==> src/rtl/lb_reg_bank_pkg.sv <==
// rtl/lb_reg_bank_pkg.sv - address map and word width shared by the local-bus register bank
//
// Purpose : constants for the lb_reg_bank decoder and its testbench.
// Contents: WORD_W (data word width) and the register address constants.
//           Optional feature macro LB_TIMESTAMP_EN decides whether ADDR_TSTAMP
//           is decoded; the constant itself always exists.
package lb_regs_pkg;

   localparam int WORD_W = 32;

   localparam logic [7:0] ADDR_ID      = 8'h00;
   localparam logic [7:0] ADDR_SCRATCH = 8'h01;
   localparam logic [7:0] ADDR_PULSE   = 8'h02;
   localparam logic [7:0] ADDR_EVCNT   = 8'h03;
   localparam logic [7:0] ADDR_TRCNT   = 8'h04;
   localparam logic [7:0] ADDR_TSTAMP  = 8'h05;
   localparam logic [7:0] CTRL_BASE    = 8'h10;
   localparam logic [7:0] STAT_BASE    = 8'h20;

endpackage

==> src/rtl/lb_reg_bank_if.sv <==
// rtl/lb_reg_bank_if.sv - local-bus signal bundle between the slow-control translator and the register bank
//
// Purpose : groups the local-bus address, data and strobes.
// Signals : lb_addr_i    8-bit register address
//           lb_wdata_i   32-bit write data
//           lb_write_n_i write strobe, active-low level
//           lb_read_i    read strobe, active-high level
//           lb_rdata_o   32-bit registered read data
// Modports: master (translator side), slave (register bank side).
// The _i/_o suffixes are named from the register bank's point of view.
interface lb_reg_bank_if;
   import lb_regs_pkg::*;

   logic [7:0]        lb_addr_i;
   logic [WORD_W-1:0] lb_wdata_i;
   logic              lb_write_n_i;
   logic              lb_read_i;
   logic [WORD_W-1:0] lb_rdata_o;

   modport master (
      output lb_addr_i,
      output lb_wdata_i,
      output lb_write_n_i,
      output lb_read_i,
      input  lb_rdata_o
   );

   modport slave (
      input  lb_addr_i,
      input  lb_wdata_i,
      input  lb_write_n_i,
      input  lb_read_i,
      output lb_rdata_o
   );

endinterface

==> src/rtl/lb_reg_bank_strobe_edge.sv <==
// rtl/lb_reg_bank_strobe_edge.sv - turns level local-bus strobes into single-cycle commit/start pulses
//
// Purpose : module lb_strobe_edge. Registers both strobes and flags the cycle in
//           which each one becomes active.
// Ports   : clk       clock
//           reset     synchronous, active-high reset
//           write_n   write strobe level, active low
//           read      read strobe level, active high
//           wr_commit one-cycle pulse: write strobe has just gone low
//           rd_start  one-cycle pulse: read strobe has just gone high
module lb_strobe_edge (
   input  logic clk,
   input  logic reset,
   input  logic write_n,
   input  logic read,
   output logic wr_commit,
   output logic rd_start
);

   logic wr_n_q;
   logic rd_q;
   // High for the first cycle after reset releases. A write strobe that was
   // already low through reset is not a fresh edge, so it must not commit
   // even though wr_n_q comes out of reset as 1.
   logic rst_q;

   always_ff @(posedge clk) begin
      if (reset) begin
         wr_n_q <= 1'b1;
         rd_q   <= 1'b0;
         rst_q  <= 1'b1;
      end else begin
         wr_n_q <= write_n;
         rd_q   <= read;
         rst_q  <= 1'b0;
      end
   end

   assign wr_commit = wr_n_q & ~write_n & ~rst_q & ~reset;
   assign rd_start  = ~rd_q & read & ~reset;

endmodule

==> src/rtl/lb_reg_bank.sv <==
// rtl/lb_reg_bank.sv - local-bus register bank: control, status, pulse and counter registers
//
// Purpose : responder on the 8-bit-address local bus. Commits one write per
//           write-strobe assertion and returns registered read data.
// Ports   : clk_100_i  system clock
//           reset_i    synchronous, active-high reset
//           lb         local bus (lb_reg_bank_if.slave)
//           ctrl_o     NUM_CTRL control registers, reg k at [32k+31:32k]
//           status_i   NUM_STAT status words, reg k at [32k+31:32k]
//           pulse_o    write data of a 0x02 commit, held for one cycle
//           event_i    event-counter increment
// Option  : LB_TIMESTAMP_EN adds a free-running cycle counter, snapshotted by
//           a read start at 0x05. Without it 0x05 is unmapped.
module lb_reg_bank
   import lb_regs_pkg::*;
#(
   parameter int          NUM_CTRL     = 4,
   parameter int          NUM_STAT     = 4,
   parameter logic [31:0] BLOCK_ID     = 32'h9000_0001,
   parameter logic [31:0] CTRL_RESET   = 32'h0000_0000,
   parameter logic [31:0] UNMAPPED_VAL = 32'h0000_0000
) (
   input  logic                       clk_100_i,
   input  logic                       reset_i,
   lb_reg_bank_if.slave               lb,
   output logic [NUM_CTRL*WORD_W-1:0] ctrl_o,
   input  logic [NUM_STAT*WORD_W-1:0] status_i,
   output logic [WORD_W-1:0]          pulse_o,
   input  logic                       event_i
);

   logic              wr_commit;
   logic              rd_start;
   logic [WORD_W-1:0] ctrl_q [NUM_CTRL];
   logic [WORD_W-1:0] stat_w [NUM_STAT];
   logic [WORD_W-1:0] scratch_q;
   logic [WORD_W-1:0] pulse_q;
   logic [WORD_W-1:0] evcnt_q;
   logic [15:0]       wr_cnt_q;
   logic [15:0]       rd_cnt_q;
   logic [WORD_W-1:0] rdata_q;
   logic [WORD_W-1:0] rd_val;
`ifdef LB_TIMESTAMP_EN
   logic [WORD_W-1:0] cycle_q;
   logic [WORD_W-1:0] tstamp_q;
`endif

   lb_strobe_edge u_strobe_edge (
      .clk       (clk_100_i),
      .reset     (reset_i),
      .write_n   (lb.lb_write_n_i),
      .read      (lb.lb_read_i),
      .wr_commit (wr_commit),
      .rd_start  (rd_start)
   );

   for (genvar g = 0; g < NUM_CTRL; g++) begin : g_ctrl_out
      assign ctrl_o[g*WORD_W +: WORD_W] = ctrl_q[g];
   end

   for (genvar g = 0; g < NUM_STAT; g++) begin : g_stat_in
      assign stat_w[g] = status_i[g*WORD_W +: WORD_W];
   end

   // Read decoder works on register outputs only, so a write committed in
   // the same cycle shows up on the following read cycle.
   always_comb begin
      rd_val = UNMAPPED_VAL;
      case (lb.lb_addr_i)
         ADDR_ID:      rd_val = BLOCK_ID;
         ADDR_SCRATCH: rd_val = scratch_q;
         ADDR_PULSE:   rd_val = '0;
         ADDR_EVCNT:   rd_val = evcnt_q;
         ADDR_TRCNT:   rd_val = {wr_cnt_q, rd_cnt_q};
`ifdef LB_TIMESTAMP_EN
         ADDR_TSTAMP:  rd_val = tstamp_q;
`endif
         default:      rd_val = UNMAPPED_VAL;
      endcase
      for (int k = 0; k < NUM_CTRL; k++) begin
         if (lb.lb_addr_i == 8'(int'(CTRL_BASE) + k)) rd_val = ctrl_q[k];
      end
      for (int k = 0; k < NUM_STAT; k++) begin
         if (lb.lb_addr_i == 8'(int'(STAT_BASE) + k)) rd_val = stat_w[k];
      end
   end

   always_ff @(posedge clk_100_i) begin
      if (reset_i) begin
         for (int k = 0; k < NUM_CTRL; k++) ctrl_q[k] <= CTRL_RESET;
         scratch_q <= '0;
         pulse_q   <= '0;
         rdata_q   <= '0;
         evcnt_q   <= '0;
         wr_cnt_q  <= '0;
         rd_cnt_q  <= '0;
      end else begin
         if (wr_commit) begin
            if (lb.lb_addr_i == ADDR_SCRATCH) scratch_q <= lb.lb_wdata_i;
            for (int k = 0; k < NUM_CTRL; k++) begin
               if (lb.lb_addr_i == 8'(int'(CTRL_BASE) + k)) ctrl_q[k] <= lb.lb_wdata_i;
            end
         end

         pulse_q <= (wr_commit && lb.lb_addr_i == ADDR_PULSE) ? lb.lb_wdata_i : '0;

         if (lb.lb_read_i) rdata_q <= rd_val;

         // Clear-on-read reloads with this cycle's event so it is not lost;
         // the old count has already been captured into rdata_q above.
         if (rd_start && lb.lb_addr_i == ADDR_EVCNT) begin
            evcnt_q <= {{(WORD_W-1){1'b0}}, event_i};
         end else if (event_i && evcnt_q != '1) begin
            evcnt_q <= evcnt_q + 32'd1;
         end

         if (wr_commit) wr_cnt_q <= wr_cnt_q + 16'd1;
         if (rd_start)  rd_cnt_q <= rd_cnt_q + 16'd1;
      end
   end

`ifdef LB_TIMESTAMP_EN
   always_ff @(posedge clk_100_i) begin
      if (reset_i) begin
         cycle_q  <= '0;
         tstamp_q <= '0;
      end else begin
         cycle_q <= cycle_q + 32'd1;
         if (rd_start && lb.lb_addr_i == ADDR_TSTAMP) tstamp_q <= cycle_q;
      end
   end
`endif

   assign lb.lb_rdata_o = rdata_q;
   assign pulse_o       = pulse_q;

endmodule

==> src/flat_wrapper.sv <==
// flat-port wrapper written by rule: the top's interface ports become plain ports
module lb_reg_bank_flat import lb_regs_pkg::*;
#(
   parameter int          NUM_CTRL     = 4,
   parameter int          NUM_STAT     = 4,
   parameter logic [31:0] BLOCK_ID     = 32'h9000_0001,
   parameter logic [31:0] CTRL_RESET   = 32'h0000_0000,
   parameter logic [31:0] UNMAPPED_VAL = 32'h0000_0000
)
  (clk_100_i, reset_i, ctrl_o, status_i, pulse_o, event_i, lb_lb_addr_i, lb_lb_wdata_i, lb_lb_write_n_i, lb_lb_read_i, lb_lb_rdata_o);
  lb_reg_bank_if lb_i ();
  input  logic clk_100_i;
  input  logic reset_i;
  output logic [NUM_CTRL*WORD_W-1:0] ctrl_o;
  input  logic [NUM_STAT*WORD_W-1:0] status_i;
  output logic [WORD_W-1:0] pulse_o;
  input  logic event_i;
  input wire logic [$bits(lb_i.lb_addr_i)-1:0] lb_lb_addr_i;
  input wire logic [$bits(lb_i.lb_wdata_i)-1:0] lb_lb_wdata_i;
  input wire logic [$bits(lb_i.lb_write_n_i)-1:0] lb_lb_write_n_i;
  input wire logic [$bits(lb_i.lb_read_i)-1:0] lb_lb_read_i;
  output wire logic [$bits(lb_i.lb_rdata_o)-1:0] lb_lb_rdata_o;
  assign lb_i.lb_addr_i = lb_lb_addr_i;
  assign lb_i.lb_wdata_i = lb_lb_wdata_i;
  assign lb_i.lb_write_n_i = lb_lb_write_n_i;
  assign lb_i.lb_read_i = lb_lb_read_i;
  assign lb_lb_rdata_o = lb_i.lb_rdata_o;
  lb_reg_bank #(.NUM_CTRL(NUM_CTRL), .NUM_STAT(NUM_STAT), .BLOCK_ID(BLOCK_ID), .CTRL_RESET(CTRL_RESET), .UNMAPPED_VAL(UNMAPPED_VAL)) u_core (.clk_100_i(clk_100_i), .reset_i(reset_i), .lb(lb_i), .ctrl_o(ctrl_o), .status_i(status_i), .pulse_o(pulse_o), .event_i(event_i));
endmodule
==> config.mk <==
export PLATFORM = sky130hd
export DESIGN_NAME = lb_reg_bank_flat
export DESIGN_NICKNAME = d
export VERILOG_FILES = /design/src/rtl/lb_reg_bank_pkg.sv /design/src/rtl/lb_reg_bank_if.sv /design/src/rtl/lb_reg_bank_strobe_edge.sv /design/src/rtl/lb_reg_bank.sv /design/src/flat_wrapper.sv
export SDC_FILE = /design/constraint.sdc
export NUM_CORES = 1
export LEC_CHECK = 0
export CAP_MARGIN = 20
export CORE_MARGIN = 5
export CORE_UTILIZATION = 45
export CTS_BUF_LIST = sky130_fd_sc_hd__clkbuf_2
export CTS_CLUSTER_DIAMETER = 60
export DETAILED_ROUTE_END_ITERATION = 6
export GPL_TIMING_DRIVEN = 0
export PLACE_DENSITY = 0.77
export SYNTH_ARGS = -nofsm -noshare
export SYNTH_HDL_FRONTEND = slang
export SYNTH_SLANG_ARGS = --single-unit
==> constraint.sdc <==
create_clock -name clk_100_i -period 5.4 [get_ports clk_100_i]
set_input_delay 0.54 -clock clk_100_i [delete_from_list [all_inputs] [get_ports clk_100_i]]
set_output_delay 0.54 -clock clk_100_i [all_outputs]
set_load 0.005 [all_outputs]
Yosys cells after proc, flatten, opt, wreduce, memory -nomap -nowiden. Memories as Yosys holds them, arrays and structs flattened. Cells that the tools add are included.

Flip-flop bits (word level): 163. Bits in writable memories: 128. Input bits: 173. Logic and storage cells: 82. Memories: 1.

Memory list: u_core.ctrl_q (depth 4, bits a word 32, rd ports 4, clocked after Yosys merged registers in 0, write ports 4, line lb_reg_bank.sv:34) `logic [WORD_W-1:0] ctrl_q [NUM_CTRL];`.

$add $sub $neg: 3. Equal/unequal tests: 13. Mux-type cells: 33. Bitwise gates (word level): 14. Reductions and logical operators: 8.

Operators by type and width (number): 32-bit 2-to-1 mux (12); 32-bit case mux with 4 select lines (1); 16-bit by 1-bit adder with 16-bit output (second input constant) (2); 32-bit by 1-bit adder with 32-bit output (second input constant) (1); 8-bit by 5-bit == test with 1-bit output (second input constant) (4); 8-bit by 6-bit == test with 1-bit output (second input constant) (4); 32-bit inequality test (second input constant) (1); 1-bit 2-to-1 mux (20); 8-bit by 2-bit == test with 1-bit output (second input constant) (2); 8-bit by 1-bit == test with 1-bit output (second input constant) (1); 8-bit by 3-bit == test with 1-bit output (second input constant) (1); 8-bit logical NOT (1); 1-bit bitwise AND (5); 1-bit NOT (5); 1-bit OR (4); 2-bit OR reduction (2); 1-bit logical AND (3); 2-bit AND reduction (1); 2-bit nonzero test (1).

Longest topological paths before layout.
Word-level depth: 10. Mapped depth: 9. Mapped depth without buffers: 6.

Cells and area by module. From an unflattened synthesis, not the netlist that was laid out.

Cell total of the unflattened synthesis: 1546. Area total of the unflattened synthesis: 14340.0 sq um.

Modules (own cells, without submodules): lb_reg_bank (instances 1, cells an instance 1539, area an instance 14242.4 sq um); lb_strobe_edge (instances 1, cells an instance 7, area an instance 97.6 sq um).

Least setup slack after synthesis. Ideal clock, no wire load.

Kind: input -> register. Start point: input reset_i. End point: memory u_core.ctrl_q[2][0] (enable). Library setup time: 375 ps. Arrival: 2111 ps. Required time: 5025 ps. Setup slack: 2915 ps. Cell stages on the path: 5. Path buffers: 1. Cells stage by stage: clkbuf_1 > nor4b_4 > nand2_1 > nor2_1 > or2_2.

RTL lines: from (decl) (line flat_wrapper.sv:13) `input logic reset_i;`; to (decl) (line lb_reg_bank.sv:34).

==> flow_summary_export.csv <==
group,metric,value,unit
outcome,status,"finished, final reports clean",
setup_path,cp.depth,5,
hold_path,hold_path_depth,4,
setup_path,crit_path_cell_trace,"clkdlybuf4s50_1 > clkbuf_1 > clkbuf_1 > clkbuf_1 > or2_2",
place,hpwl,56.2,mm
setup_path,timing.rr.start,"u_core.u_strobe_edge.rst_q",
final_layout,utilization,61.0,%
setup_path,path_max_fanout,32,
synthesis,synth_fp_nets,1760,
sta,rsz0062_at_grt,"no",
synthesis,ys.flop_type,"dfxtp_1",
job,drv_cap,0,
floorplanning,die_height,192,um
synthesis,async_flop_share,0,%
setup_path,start_kind,"primary input",
setup_path,critPathRequiredTime,5.97,ns
cts,cts_hold_buf,2,
setup_path,reg2reg_depth,4,
setup_path,cp.arrival,4.02,ns
place,dp_slack,1.09,ns
cts,clock_latency,0.98,ns
sta,fmax,0.290,GHz
grt,grt_overflow,0,
sta,tns,0,ns
detailed_routing,ant_nets,0,
grt,grt_pass1_wl,102,mm
place,dp_cells,2387,
synthesis,syn-mean-instance-area,9.43,um^2
sta,fin_crit_sh,63.9,%
setup_path,path_buf_inv,4,
cts,root_buffer,"clkbuf_2",
floorplanning,io_pins,365,
final_layout,nNetsFinal,2204,
place,place.gp.congestion,1.06,
final_layout,drive_gt1_share,11.2,%
cts,cts_max_level,3,
cts,cts_setup_buffers,0,
floorplanning,die_w,192,um
setup_path,cp_common_cell,"clkbuf_1",
grt,grt_pass1_vias,14900,
sta,skew,0.104,ns
power,leakage,7.03,nW
grt,grt_usage,38.0,%
floorplanning,num_rows,66,
final_layout,area_growth,33.4,%
detailed_routing,drt_wl_total,72.5,mm
cts,cts.path.max_buffers,3,
detailed_routing,drtPass1Iterations,7,
setup_path,critPathMaxStageDelay,0.86,ns
sta,min_period,3.45,ns
cts,clk_pin_slew,0.09,ns
hold_path,min_path_type,"in2reg",
synthesis,synth_seq_area_share,47.6,%
final_layout,fillers,2859,
grt,antenna_found_initial,5,
sta,worst_slack,1.95,ns
sta,hold_viol,0,
cts,clkSinkCount,291,
synthesis,synth_area,14900,um^2
cts,cts-buffers-inserted,78,
setup_path,crit_family,"buffers and inverters",
setup_path,slowest_stage,"or2_2",
synthesis,yosysUniqueCellTypes,81,
power,ir_drop,0.162,mV
synthesis,syn_inst,1584,
synthesis,synth_edf_count,128,
sta,tightest_slew,1.11,ns
floorplanning,dieArea,36900,um^2
synthesis,synth-seq-cells,291,
setup_path,crit_path_start,"reset_i",
grt,grt_max_degree,33,
sta,slew_viol_final,0,
sta,slew_headroom,26.0,%
synthesis,yosys_warnings,0,
setup_path,critical_path_class,"in2reg",
detailed_routing,via_per_inst,6.18,
cts,post_cts_resized,0,
floorplanning,core_area,32600,um^2
detailed_routing,drc,0,
cts,cts_tree,"built",
floorplanning,initial_core_util,45.8,%
sta,setup_viol,0,
power,p_per_area,236,nW/um^2
hold_path,hold_start,"lb_lb_addr_i[6]",
setup_path,worst_setup_path_end_kind,"flip-flop",
detailed_routing,via_count,15700,
detailed_routing,post_drt_wl_per_cell,28.6,um
final_layout,layout.cells.non_filler,2536,
place,port_buffers,361,
detailed_routing,drt_iter0_markers,2085,
==> tightest hold or removal path, cell delays in order <==
cell	delay, ns
buf_4	0.14
nor3_2	0.14
o2111ai_1	0.11
o2bb2ai_1	0.06
==> sequential cells by signal, indices dropped and copies added (netlist names) <==
register                     count
u_core.ctrl_q                  128
u_core.evcnt_q                  32
u_core.lb.lb_rdata_o            32
u_core.pulse_o                  32
u_core.scratch_q                32
u_core.rd_cnt_q                 16
u_core.wr_cnt_q                 16
u_core.u_strobe_edge.rd_q        1
u_core.u_strobe_edge.rst_q       1
u_core.u_strobe_edge.wr_n_q      1
==> worst paths after layout <==
kind | slack [ns] | to
max reg2reg | 2.44 | u_core.ctrl_q[0][31]
min reg2reg | 0.46 | u_core.scratch_q[0]
min | 0.05 | u_core.lb.lb_rdata_o[7]
max | 1.95 | u_core.ctrl_q[0][31]
==> synth_stat cells (6+ instances only) <==
master / count / area share, %
clkbuf_1: 67 / 1.7
a32oi_1: 7 / 0.41
or4_1: 12 / 0.60
a221oi_1: 17 / 1.0
o32ai_1: 9 / 0.53
nor2b_1: 21 / 0.88
a221o_1: 9 / 0.60
nor3_1: 8 / 0.27
nor3_2: 6 / 0.40
nand3_1: 42 / 1.4
nand3b_1: 6 / 0.30
or3_1: 13 / 0.54
a211oi_1: 23 / 1.2
buf_2: 35 / 1.2
edfxtp_1: 128 / 26
mux2i_1: 32 / 2.1
inv_1: 18 / 0.45
and2_1: 166 / 7.0
nand2_1: 141 / 3.5
or2_2: 16 / 0.67
xor2_1: 15 / 0.88
o21ai_0: 90 / 3.0
and3_1: 12 / 0.50
a2bb2oi_1: 9 / 0.53
o22ai_1: 21 / 0.88
a31oi_1: 15 / 0.63
o21ai_1: 7 / 0.23
a211o_1: 6 / 0.35
nor4_1: 13 / 0.54
xnor2_1: 16 / 0.94
a21oi_1: 109 / 3.7
dfxtp_1: 163 / 22
a22o_1: 7 / 0.41
a22oi_1: 35 / 1.8
nand4_1: 17 / 0.71
nor2_1: 122 / 3.1
o2111ai_1: 15 / 0.88
buf_4: 9 / 0.45
nand2b_1: 12 / 0.50
a21o_1: 7 / 0.35
o2bb2ai_1: 8 / 0.47
o31ai_1: 15 / 0.75
==> cells by family (layout without fill, tap and decap cells) <==
logic type	after synthesis	count (layout)	synth area share [%]
AOI/OAI and AO/OA	438	438	19.7
and+or+nand+nor	646	646	24.0
other	0	4	0
buffers and inverters	140	646	4.29
xor gates and xnor gates	31	31	1.82
adders and majority gates	3	3	0.251
DFF	291	291	47.6
muxes	35	35	2.37
==> final cells by class <==
type / count / area, um^2 / area share (%)
antenna: 4 / 10.0 / 0.0503
buffer: 121 / 569 / 2.86
clock buffer: 114 / 571 / 2.87
clock inverter: 28 / 208 / 1.04
inverter: 19 / 71.3 / 0.358
multi-input combinational: 1153 / 7180 / 36.1
sequential: 291 / 7110 / 35.7
tap: 442 / 553 / 2.78
timing repair buffer: 364 / 3640 / 18.3
==> routing by layer <==
layer | vias up | share of wire, % | GRT usage (%)
met5 | - | 0.10 | 0
met4 | 4 | 4.3 | 14.3
met3 | 196 | 13 | 10.5
met2 | 1155 | 44 | 58.4
met1 | 7572 | 39 | 51.3
li1 | 6758 | - | -
==> cells in the final DEF, fill, tap and decap left out, types with 9 or more instances in the layout <==
cell	netlist	layout
a211oi_1	23	23
a21oi_1	109	109
a221o_1	9	9
a221oi_1	17	17
a22oi_1	35	35
a2bb2oi_1	9	9
a31oi_1	15	15
and2_1	166	166
and3_1	12	12
buf_2	35	35
buf_4	9	9
clkbuf_1	67	67
clkbuf_2	0	115
clkdlybuf4s50_1	0	361
clkinv_1	0	16
dfxtp_1	163	163
edfxtp_1	128	128
inv_1	18	18
mux2i_1	32	32
nand2_1	141	141
nand2b_1	12	12
nand3_1	42	42
nand4_1	17	17
nor2_1	122	122
nor2b_1	21	21
nor4_1	13	13
o2111ai_1	15	15
o21ai_0	90	90
o22ai_1	21	21
o31ai_1	15	15
o32ai_1	9	9
or2_2	16	16
or3_1	13	13
or4_1	12	12
xnor2_1	16	16
xor2_1	15	15
==> per-stage QoR <==
| stage | total power, mW | hold slack [ns] | instance area [um^2] |
|---|---|---|---|
| after global placement | 2.98 | 0.440 | 19100 |
| after CTS | 4.68 | 0.0262 | 19900 |
| after global routing | 4.84 | 0.000482 | 19900 |
| final | 4.70 | 0.0537 | 19900 |
| after detailed placement | 2.98 | 0.448 | 19100 |
| after floorplan | 2.61 | 0.432 | 14900 |
==> report_power, final <==
| part | leakage, nW | total, mW | internal [mW] | switching [mW] |
|---|---|---|---|---|
| Sequential | 2.69 | 2.37 | 2.33 | 0.0387 |
| Combinational | 3.77 | 0.588 | 0.256 | 0.332 |
| Clock | 0.570 | 1.74 | 0.719 | 1.02 |
No activity file was read; power rests on OpenSTA's default activity.
